[src/rtl/tone_order_sched_pkg.sv]
// Shared widths, FSM state encoding and helpers
// for the tone-ordered carrier request sequencer.
package tone_order_sched_pkg;

  localparam int DW    = 8;
  localparam int CNUMW = 8;
  localparam int IW    = 8;
  localparam int BMAX  = 15;
  localparam int BW    = 4;
  localparam int FBW   = 16;
  localparam int AW    = 24;
  // accumulator bit count never exceeds BMAX-1+DW = 22
  localparam int CW    = 5;
  // fast-path byte counter width (FastBits >> 3)
  localparam int FRW   = FBW - 3;

  typedef enum logic [1:0] {
    S_IDLE,
    S_FILL,
    S_EMIT,
    S_DONE
  } state_t;

  // Mask keeping the n low bits of a bit group.
  function automatic logic [BMAX-1:0] low_mask(
    input logic [BW-1:0] n
  );
    return ~({BMAX{1'b1}} << n);
  endfunction

endpackage

[src/rtl/tone_order_sched_bit_accum.sv]
// Bit accumulator: bytes are appended above the
// bits already held, groups are extracted from the LSB.
module tone_order_sched_bit_accum
  import tone_order_sched_pkg::*;
(
  input  logic            clk,
  input  logic            reset,
  input  logic            i_clear,
  input  logic            i_push,
  input  logic [DW-1:0]   i_byte,
  input  logic            i_pop,
  input  logic [BW-1:0]   i_n,
  output logic [CW-1:0]   o_cnt,
  output logic [BMAX-1:0] o_bits
);

  logic [AW-1:0] r_acc;
  logic [CW-1:0] r_cnt;

  // Append a byte or drop the n oldest bits; a push
  // and a pop never coincide (FILL vs EMIT).
  always_ff @(posedge clk or posedge reset) begin
    if (reset) begin
      r_acc <= '0;
      r_cnt <= '0;
    end else if (i_clear) begin
      r_acc <= '0;
      r_cnt <= '0;
    end else if (i_push) begin
      r_acc <= r_acc | (AW'(i_byte) << r_cnt);
      r_cnt <= r_cnt + CW'(DW);
    end else if (i_pop) begin
      r_acc <= r_acc >> i_n;
      r_cnt <= r_cnt - CW'(i_n);
    end
  end

  assign o_cnt  = r_cnt;
  assign o_bits = r_acc[BMAX-1:0] & low_mask(i_n);

endmodule

[src/rtl/tone_order_sched.sv]
// Per-symbol sequencer walking the tone-order tables
// and issuing one (carrier, bit group) request per carrier.
module tone_order_sched
  import tone_order_sched_pkg::*;
(
  input  logic             clk,
  input  logic             reset,
  input  logic             start_i,
  output logic             busy_o,
  output logic             done_o,
  input  logic [IW:0]      used_c_i,
  input  logic [FBW-1:0]   fast_bits_i,
  output logic [IW-1:0]    tbl_idx_o,
  input  logic [BW-1:0]    bit_load_i,
  input  logic [CNUMW-1:0] carrier_num_i,
  input  logic             fast_valid_i,
  input  logic [DW-1:0]    fast_data_i,
  output logic             fast_ready_o,
  input  logic             inter_valid_i,
  input  logic [DW-1:0]    inter_data_i,
  output logic             inter_ready_o,
  output logic             req_valid_o,
  input  logic             req_ready_i,
  output logic [CNUMW-1:0] carrier_num_o,
  output logic [BMAX-1:0]  bits_o,
  output logic [BW-1:0]    nbits_o
);

  state_t         r_state;
  logic [IW:0]    r_used;
  logic [FRW-1:0] r_fast_rem;
  logic [IW-1:0]  r_idx;
  logic           r_busy;
  logic           r_done;

  logic [CW-1:0]   w_cnt;
  logic [BMAX-1:0] w_bits;
  logic            w_need;
  logic            w_fast_sel;
  logic            w_fast_rdy;
  logic            w_inter_rdy;
  logic            w_xfer;
  logic [DW-1:0]   w_byte;
  logic            w_emit;
  logic            w_take;
  logic            w_clear;
  logic            w_last;
  logic            w_unused_fb;

  // byte granularity: the low three FastBits are dropped
  assign w_unused_fb = ^fast_bits_i[2:0];

  assign w_need = (r_state == S_FILL) &&
                  ({1'b0, bit_load_i} > w_cnt);
  assign w_fast_sel  = (r_fast_rem != '0);
  assign w_fast_rdy  = w_need & w_fast_sel;
  assign w_inter_rdy = w_need & ~w_fast_sel;
  assign w_xfer = (w_fast_rdy & fast_valid_i) |
                  (w_inter_rdy & inter_valid_i);
  assign w_byte = w_fast_sel ? fast_data_i
                             : inter_data_i;

  assign w_emit  = (r_state == S_EMIT);
  assign w_take  = w_emit & req_ready_i;
  assign w_clear = (r_state == S_IDLE) & start_i;
  assign w_last  = ({1'b0, r_idx} ==
                    r_used - {{IW{1'b0}}, 1'b1});

  tone_order_sched_bit_accum u_accum (
    .clk     (clk),
    .reset   (reset),
    .i_clear (w_clear),
    .i_push  (w_xfer),
    .i_byte  (w_byte),
    .i_pop   (w_take),
    .i_n     (bit_load_i),
    .o_cnt   (w_cnt),
    .o_bits  (w_bits)
  );

  // Symbol sequencing: fetch until the carrier's bits
  // are present, emit, advance; pulse done at the end.
  always_ff @(posedge clk or posedge reset) begin
    if (reset) begin
      r_state    <= S_IDLE;
      r_used     <= '0;
      r_fast_rem <= '0;
      r_idx      <= '0;
      r_busy     <= 1'b0;
      r_done     <= 1'b0;
    end else begin
      r_done <= 1'b0;
      if (r_done) r_busy <= 1'b0;
      unique case (r_state)
        S_IDLE: begin
          if (start_i) begin
            r_used     <= used_c_i;
            r_fast_rem <= fast_bits_i[FBW-1:3];
            r_idx      <= '0;
            r_busy     <= 1'b1;
            r_state    <= (used_c_i == '0) ? S_DONE
                                           : S_FILL;
          end
        end
        S_FILL: begin
          if (!w_need)
            r_state <= S_EMIT;
          else if (w_xfer && w_fast_sel)
            r_fast_rem <= r_fast_rem -
                          {{(FRW-1){1'b0}}, 1'b1};
        end
        S_EMIT: begin
          if (req_ready_i) begin
            if (w_last) begin
              r_state <= S_DONE;
            end else begin
              r_idx   <= r_idx + {{(IW-1){1'b0}}, 1'b1};
              r_state <= S_FILL;
            end
          end
        end
        S_DONE: begin
          r_done  <= 1'b1;
          r_state <= S_IDLE;
        end
      endcase
    end
  end

  assign busy_o        = r_busy;
  assign done_o        = r_done;
  assign tbl_idx_o     = r_idx;
  assign fast_ready_o  = w_fast_rdy;
  assign inter_ready_o = w_inter_rdy;
  assign req_valid_o   = w_emit;
  assign carrier_num_o = w_emit ? carrier_num_i : '0;
  assign nbits_o       = w_emit ? bit_load_i : '0;
  assign bits_o        = w_emit ? w_bits : '0;

endmodule

[config.mk]
export PLATFORM = sky130hd
export DESIGN_NAME = tone_order_sched
export DESIGN_NICKNAME = d
export VERILOG_FILES = /design/src/rtl/tone_order_sched_pkg.sv /design/src/rtl/tone_order_sched_bit_accum.sv /design/src/rtl/tone_order_sched.sv
export SDC_FILE = /design/constraint.sdc
export NUM_CORES = 1
export LEC_CHECK = 0
export BUFFER_PORTS_ARGS = -buffer_cell sky130_fd_sc_hd__buf_2
export CAP_MARGIN = 20
export CORE_MARGIN = 2
export CORE_UTILIZATION = 60
export CTS_BUF_LIST = sky130_fd_sc_hd__clkbuf_2
export DETAILED_ROUTE_END_ITERATION = 7
export GPL_TIMING_DRIVEN = 0
export MAX_ROUTING_LAYER = met4
export PLACE_DENSITY_LB_ADDON = 0.05
export SLEW_MARGIN = 25
export SYNTH_ARGS = -nofsm -noshare
export SYNTH_HDL_FRONTEND = slang
export SYNTH_SLANG_ARGS = --single-unit
[constraint.sdc]
create_clock -name clk -period 5.4 [get_ports clk]
set_input_delay 1.35 -clock clk [delete_from_list [all_inputs] [get_ports clk]]
set_output_delay 1.35 -clock clk [all_outputs]
set_load 0.02 [all_outputs]
==> results of run 1 <==
[worst max-delay path, delay by kind of cell]
| family | cells | cell delay, ns |
|---|---|---|
| and+or+nand+nor | 2 | 0.58 |
| AOI/OAI and AO/OA | 2 | 0.29 |
| buffers and inverters | 4 | 1.24 |
| adders and majority gates | 1 | 0.46 |
[flip-flops by register name, summed over array words and instances, names as in the netlist]
| name | count |
|---|---|
| u_accum.r_acc | 24 |
| r_fast_rem | 13 |
| r_used | 9 |
| tbl_idx_o | 8 |
| u_accum.o_cnt | 5 |
| r_state | 2 |
| busy_o | 1 |
| done_o | 1 |
[synth_stat cells, types with 10 or more instances]
| cell | count |
|---|---|
| a21oi_1 | 41 |
| mux4_2 | 10 |
| clkbuf_1 | 39 |
| nor2b_1 | 10 |
| and2_1 | 17 |
| dfrtp_1 | 63 |
| nand2_1 | 82 |
| o21ai_0 | 42 |
| mux2i_1 | 43 |
| a211oi_1 | 13 |
| and3_1 | 11 |
| nand3_1 | 17 |
| inv_1 | 25 |
| a31oi_1 | 12 |
| nor2_1 | 65 |
| nor3_1 | 22 |
| mux2_2 | 21 |
[area by class of cell]
cell class                      count  area (um2)  area share (%)
Timing Repair Buffer               95         490            7.68
Inverter                           26         100            1.57
Multi-Input combinational cell    562        3790            59.4
Sequential cell                    63        1580            24.7
Clock inverter                      7        46.3           0.725
Tap cell                          111         139            2.18
Clock buffer                        9        45.0           0.705
Buffer                             46         193            3.02
[metrics by stage]
| stage | utilization [%] | setup TNS [ns] | total power, mW | worst slack [ns] |
|---|---|---|---|---|
| detailed placement | 68.5 | -0.0473 | 2.93 | -0.0240 |
| global route | 69.4 | 0 | 3.48 | 0.0127 |
| CTS | 69.4 | 0 | 3.18 | 0.202 |
| floorplan | - | 0 | 2.32 | 0.586 |
| finish | 69.4 | 0 | 3.25 | 0.113 |
| global placement | 68.2 | 0 | 2.85 | 0.00371 |
[cells by family (layout without fill, tap and decap cells)]
kind of cell / count (synthesis) / after routing / synth area share [%]
XOR/XNOR: 7 / 7 / 1.08
flip-flops: 63 / 63 / 27.9
AO/OA/AOI/OAI: 191 / 191 / 22.9
multiplexers: 75 / 75 / 16.2
adder cells (fa/ha/maj): 8 / 8 / 1.90
buffers and inverters: 73 / 183 / 5.19
AND/OR/NAND/NOR: 281 / 281 / 24.8
[power by group through the flow]
stage | combinational, mW | clock (mW) | sequential (mW)
floorplan | 1.47 | 0 | 0.853
global placement | 1.94 | 0 | 0.916
finish | 2.06 | 0.261 | 0.934
CTS | 2.01 | 0.258 | 0.918
detailed placement | 1.99 | 0 | 0.931
global route | 2.24 | 0.280 | 0.958
[per-layer routing]
layer | wire (um) | GRT usage [%] | part of all wire [%] | up-vias
met1 | 7770 | 52.8 | 41 | 2981
met3 | 1950 | 6.69 | 10 | 58
met2 | 8720 | 60.3 | 46 | 406
met4 | 572 | 11.7 | 3.0 | 0
li1 | - | - | - | 2832
met5 | 0 | - | 0 | -
[worst max path at each step]
stage,endpoint,slack (ns)
4_1_cts,inter_ready_o,0.20
3_5_place_dp,inter_ready_o,-0.02
5_1_grt,inter_ready_o,0.01
6_report,inter_ready_o,0.11
2_1_floorplan,fast_ready_o,0.59
3_3_place_gp,inter_ready_o,0.004
[timing repair]
| item | CTS | global route |
|---|---|---|
| hold buffers | 0 | 0 |
| gates resized for setup | 0 | 0 |
| endpoints found under the setup margin | 2 | 0 |
==> results.sh, run 1 <==
export IMPL_fmax_ghz=0.189
export IMPL_p_sw_share_pct=53.5
export IMPL_dp_cells=904
export IMPL_final_common_cell="buf_2"
export IMPL_hold_path_cell_count=1
export IMPL_synth_top_area_share_pct=27.9
export IMPL_hp_class="flop to flop"
export IMPL_post_cts_buffers=0
export IMPL_synth_area_top_cells="dfrtp_1, mux2i_1, nand2_1"
export IMPL_grt_use_total_pct=39.0
export IMPL_synth_area_per_cell_um2=8.11
export IMPL_clkPwrFrac_pct=8.0
export IMPL_regToRegEndpoint="u_accum.r_acc[13]"
export IMPL_seq_power_share_pct=28.7
export IMPL_required_ns=4.05
export IMPL_cap_violations=0
export IMPL_synth_edff_count=0
export IMPL_clk_pin_slew_ns=0.24
export IMPL_fp_row_count=35
export IMPL_maxSlewHeadroom_pct=37.7
export IMPL_startpoint="bit_load_i[2]"
export IMPL_ys_flop_type="dfrtp_1"
export IMPL_final_cell_mix="buf_2, nand2_1, nor2_1, dfrtp_1, mux2i_1"
export IMPL_ff2ff_setup_slack_ns=1.93
export IMPL_grt_start_max_net_pins=33
export IMPL_num_io_pins=99
export IMPL_gp_congestion=0.989
export IMPL_internal_power_mw=1.51
export IMPL_max_clock_path_buffers=2
export IMPL_die_height_um=101
export IMPL_ys_types=75
export IMPL_design_area_mm2=0.00638
export IMPL_hold_violations=0
export IMPL_clock_sinks=63
export IMPL_critPathCaptureType="primary output"
export IMPL_antenna_found_initial=0
export IMPL_min_period_over_period_pct=97.9
export IMPL_dr_total_vias=6277
export IMPL_cts_root_buffer="clkbuf_2"
export IMPL_path_class="input pin to primary output"
export IMPL_start_util_pct=61.6
export IMPL_cp_slowest_cell="ha_1"
export IMPL_whs_ns=0.478
export IMPL_grt_pass1_vias=5837
export IMPL_power_per_cell_area_mw_per_mm2=510
export IMPL_layout_drive_gt1_share_pct=20.7
export IMPL_path_max_fanout=10
export IMPL_netlist_area_mm2=0.00566
export IMPL_antenna_left=0
export IMPL_cp_arrival_ns=3.94
export IMPL_switching_power_mw=1.74
export IMPL_dpl_hpwl_um=14500
export IMPL_wire_per_inst_um=20.7
export IMPL_n_fill_cell=789
export IMPL_wl_um=19000
export IMPL_die_w_um=101
export IMPL_h_tree_depth=3
export IMPL_cts_buffers=9
export IMPL_drc=0
export IMPL_grt_ovfl_total=0
export IMPL_synth_seq_cells=63
export IMPL_yosys_warnings=0
export IMPL_grt_pass1_wl_um=30300
export IMPL_reg2reg_from="r_fast_rem[0]"
export IMPL_tightest_slew_ns=0.934
export IMPL_cpMostUsedCell="clkbuf_1"
export IMPL_core_mm2=0.00920
export IMPL_area_delta_synth_final_pct=12.8
export IMPL_setup_viol=0
export IMPL_syn_instance_count=698
export IMPL_insertion_delay_ns=0.53
export IMPL_hold_path_end="busy_o"
export IMPL_cpPeakStageDelay_ns=0.46
export IMPL_hold_path_startpoint="done_o"
export IMPL_synth_area_leader_cell="dfrtp_1"
export IMPL_async_flop_share_pct=100
export IMPL_clock_skew_ns=0.0565
export IMPL_drv_slew=0
export IMPL_path_cells="clkbuf_1 > inv_1 > clkbuf_1 > ha_1 > o21a_1 > o31ai_1 > nand2_1 > nor2_1 > buf_2"
export IMPL_die_area_mm2=0.0102
export IMPL_cp_start_kind="input pin"
export IMPL_num_antenna_cells=0
export IMPL_period_minus_slack_ns=5.29
export IMPL_synth_seq_area_share_pct=27.9
export IMPL_dr_pass1_iters=7
export IMPL_syn_num_nets=765
export IMPL_nets=870
export IMPL_worst_r2r_path_depth=8
export IMPL_power_frac_comb_pct=63.3
export IMPL_outcome="finished clean"
export IMPL_drtIter0Drc=651
export IMPL_vias_per_cell=6.83
export IMPL_rsz0062_at_grt="no"
export IMPL_instances_no_fill=919
export IMPL_peakVddDrop_v=0.000289
export IMPL_place_area_mm2=0.00630
export IMPL_tritoncts="done"
export IMPL_port_buffers=94
export IMPL_p_leak_nw=2.88
Power figures use the tool's default switching activity.
==> run 2: changes to the inputs <==
Settings changed: MAX_ROUTING_LAYER met4 to unset.
==> run 2 against run 1 <==
First-iteration DRC count rose by 9.7%. Fmax rose by 1.2%. Final area grew 0.96%. Clock-buffer cell count did not move. Cell count unchanged. Register-to-register slack better by 0.07 ns. Critical path type unchanged. Highest routed layer unchanged.
==> results.sh, run 2 (synthesis gave the netlist of run 1 again) <==
export IMPL_antenna_left=0
export IMPL_tritoncts="done"
export IMPL_max_clock_path_buffers=2
export IMPL_clk_pin_slew_ns=0.24
export IMPL_num_antenna_cells=0
export IMPL_cap_violations=0
export IMPL_nets=870
export IMPL_wl_um=19500
export IMPL_setup_slack_ns=0.178
export IMPL_grt_start_max_net_pins=33
export IMPL_clock_skew_ns=0.0277
export IMPL_critical_path_top_delay_family="buffers and inverters"
export IMPL_grt_pass1_wl_um=30800
export IMPL_reg2reg_from="r_fast_rem[0]"
export IMPL_h_tree_depth=3
export IMPL_start_util_pct=61.6
export IMPL_pre_cts_slack_ns=-0.0521
export IMPL_drtIter0Drc=714
export IMPL_cts_hold_buf=0
export IMPL_drv_slew=0
export IMPL_dpl_hpwl_um=14700
export IMPL_hold_path_end="busy_o"
export IMPL_hold_path_startpoint="done_o"
export IMPL_critPathCaptureType="primary output"
export IMPL_cpMostUsedCell="clkbuf_1"
export IMPL_dr_total_vias=6328
export IMPL_hold_path_cell_count=1
export IMPL_cp_arrival_ns=3.87
export IMPL_gp_congestion=1.00
export IMPL_wire_per_inst_um=21.2
export IMPL_largest_reg_flops=24
export IMPL_worst_r2r_path_depth=8
export IMPL_final_cell_mix="buf_2, nand2_1, nor2_1, dfrtp_1, mux2i_1"
export IMPL_cp_start_kind="input pin"
export IMPL_outcome="finished clean"
export IMPL_design_area_mm2=0.00645
export IMPL_clock_sinks=63
export IMPL_post_cts_buffers=0
export IMPL_p_leak_nw=2.91
export IMPL_layout_drive_gt1_share_pct=20.9
export IMPL_n_fill_cell=745
export IMPL_rsz0062_at_grt="no"
export IMPL_cp_slowest_cell="o31ai_1"
export IMPL_setup_viol=0
export IMPL_grt_use_total_pct=38.8
export IMPL_place_area_mm2=0.00630
export IMPL_required_ns=4.05
export IMPL_regToRegEndpoint="r_fast_rem[12]"
export IMPL_largest_register="u_accum.r_acc"
export IMPL_path_class="input pin to primary output"
export IMPL_core_mm2=0.00920
export IMPL_largestRegisters="u_accum.r_acc (24), r_fast_rem (13), r_used (9)"
export IMPL_tightest_slew_ns=0.929
export IMPL_power_per_cell_area_mw_per_mm2=527
export IMPL_ff2ff_setup_slack_ns=2.00
export IMPL_cts_root_buffer="clkbuf_2"
export IMPL_vias_per_cell=6.89
export IMPL_path_max_fanout=10
export IMPL_maxSlewHeadroom_pct=38.0
export IMPL_tns_ns=0
export IMPL_final_common_cell="buf_2"
export IMPL_instances_no_fill=919
export IMPL_grt_pass1_vias=5855
export IMPL_critical_path_buf_inv_count=4
export IMPL_fp_row_count=35
export IMPL_period_minus_slack_ns=5.22
export IMPL_dp_cells=904
export IMPL_die_w_um=101
export IMPL_port_buffers=94
export IMPL_min_period_over_period_pct=96.7
export IMPL_peakVddDrop_v=0.000318
export IMPL_die_area_mm2=0.0102
export IMPL_hold_violations=0
export IMPL_cts_buffers=9
export IMPL_hp_class="flop to flop"
export IMPL_path_cells="clkbuf_1 > inv_1 > clkbuf_1 > ha_1 > o31ai_1 > nand2_2 > nor2_1 > buf_2"
export IMPL_die_height_um=101
export IMPL_num_io_pins=99
export IMPL_fmax_ghz=0.191
export IMPL_finalPower_mw=3.40
export IMPL_antenna_found_initial=0
export IMPL_grt_ovfl_total=0
export IMPL_drc=0
export IMPL_insertion_delay_ns=0.57
export IMPL_cpPeakStageDelay_ns=0.44
export IMPL_dr_pass1_iters=7
export IMPL_area_delta_synth_final_pct=13.9
run 2: cell count changes in the layout (fill, tap and decap cells not counted), sizes merged:
cell / delta
bufinv: +2
clkinv: -1
clkinvlp: -1
run 2: metrics by stage:
stage / util, % / hold WS (ns)
final: 70.1 / 0.454
after global routing: 70.1 / 0.465
after CTS: 70.1 / 0.463
after detailed placement: 68.5 / 0.458
after global placement: 68.2 / 0.436
after floorplan: - / 0.473
run 2: what timing repair did:
item,4_1_cts,5_1_grt
endpoints found under the hold margin,0,0
endpoints found under the setup margin,2,1
gates cloned,0,0
resized for setup,0,1
run 2: power breakdown:
group	switching (mW)	internal [mW]
clock	0.222	0.160
sequential	0.275	0.667
combinational	1.29	0.788
run 2: worst register-to-register path: cells and delay by family, from the launching register on:
| kind | cells | cell delay (ns) |
|---|---|---|
| buf+inv | 2 | 0.50 |
| compound gates | 3 | 0.97 |
| simple gates | 2 | 1.19 |
| fa+ha+maj | 1 | 0.23 |
| flops | 1 | 0.45 |
run 2: worst max path at each step:
| stage | cells after the start | from | slack [ns] | to |
|---|---|---|---|---|
| global placement | 10 | bit_load_i[1] | 0.07 | inter_ready_o |
| detailed placement | 10 | bit_load_i[1] | -0.05 | fast_ready_o |
| CTS | 9 | bit_load_i[2] | 0.19 | fast_ready_o |
| finish | 8 | bit_load_i[2] | 0.18 | fast_ready_o |
| global route | 8 | bit_load_i[2] | 0.10 | inter_ready_o |
| floorplan | 8 | bit_load_i[1] | 0.59 | fast_ready_o |
run 2: layer usage:
layer	vias to the layer above	GRT usage, %	share of wire [%]
li1	2818	-	-
met1	2971	53.3	41
met2	465	60.4	45
met3	74	8.83	11
met4	0	14.0	3.4
met5	-	0	0
run 2: final cells by class:
cell class / count / area [um2] / share of cell area (%)
clock inverters: 7 / 105 / 1.63
plain buffers: 46 / 193 / 2.99
inverters: 26 / 100 / 1.55
repair buffers: 95 / 490 / 7.61
clock buffers: 9 / 45.0 / 0.699
well taps: 111 / 139 / 2.15
multi-input cells: 562 / 3800 / 58.9
flip-flops and latches: 63 / 1580 / 24.5
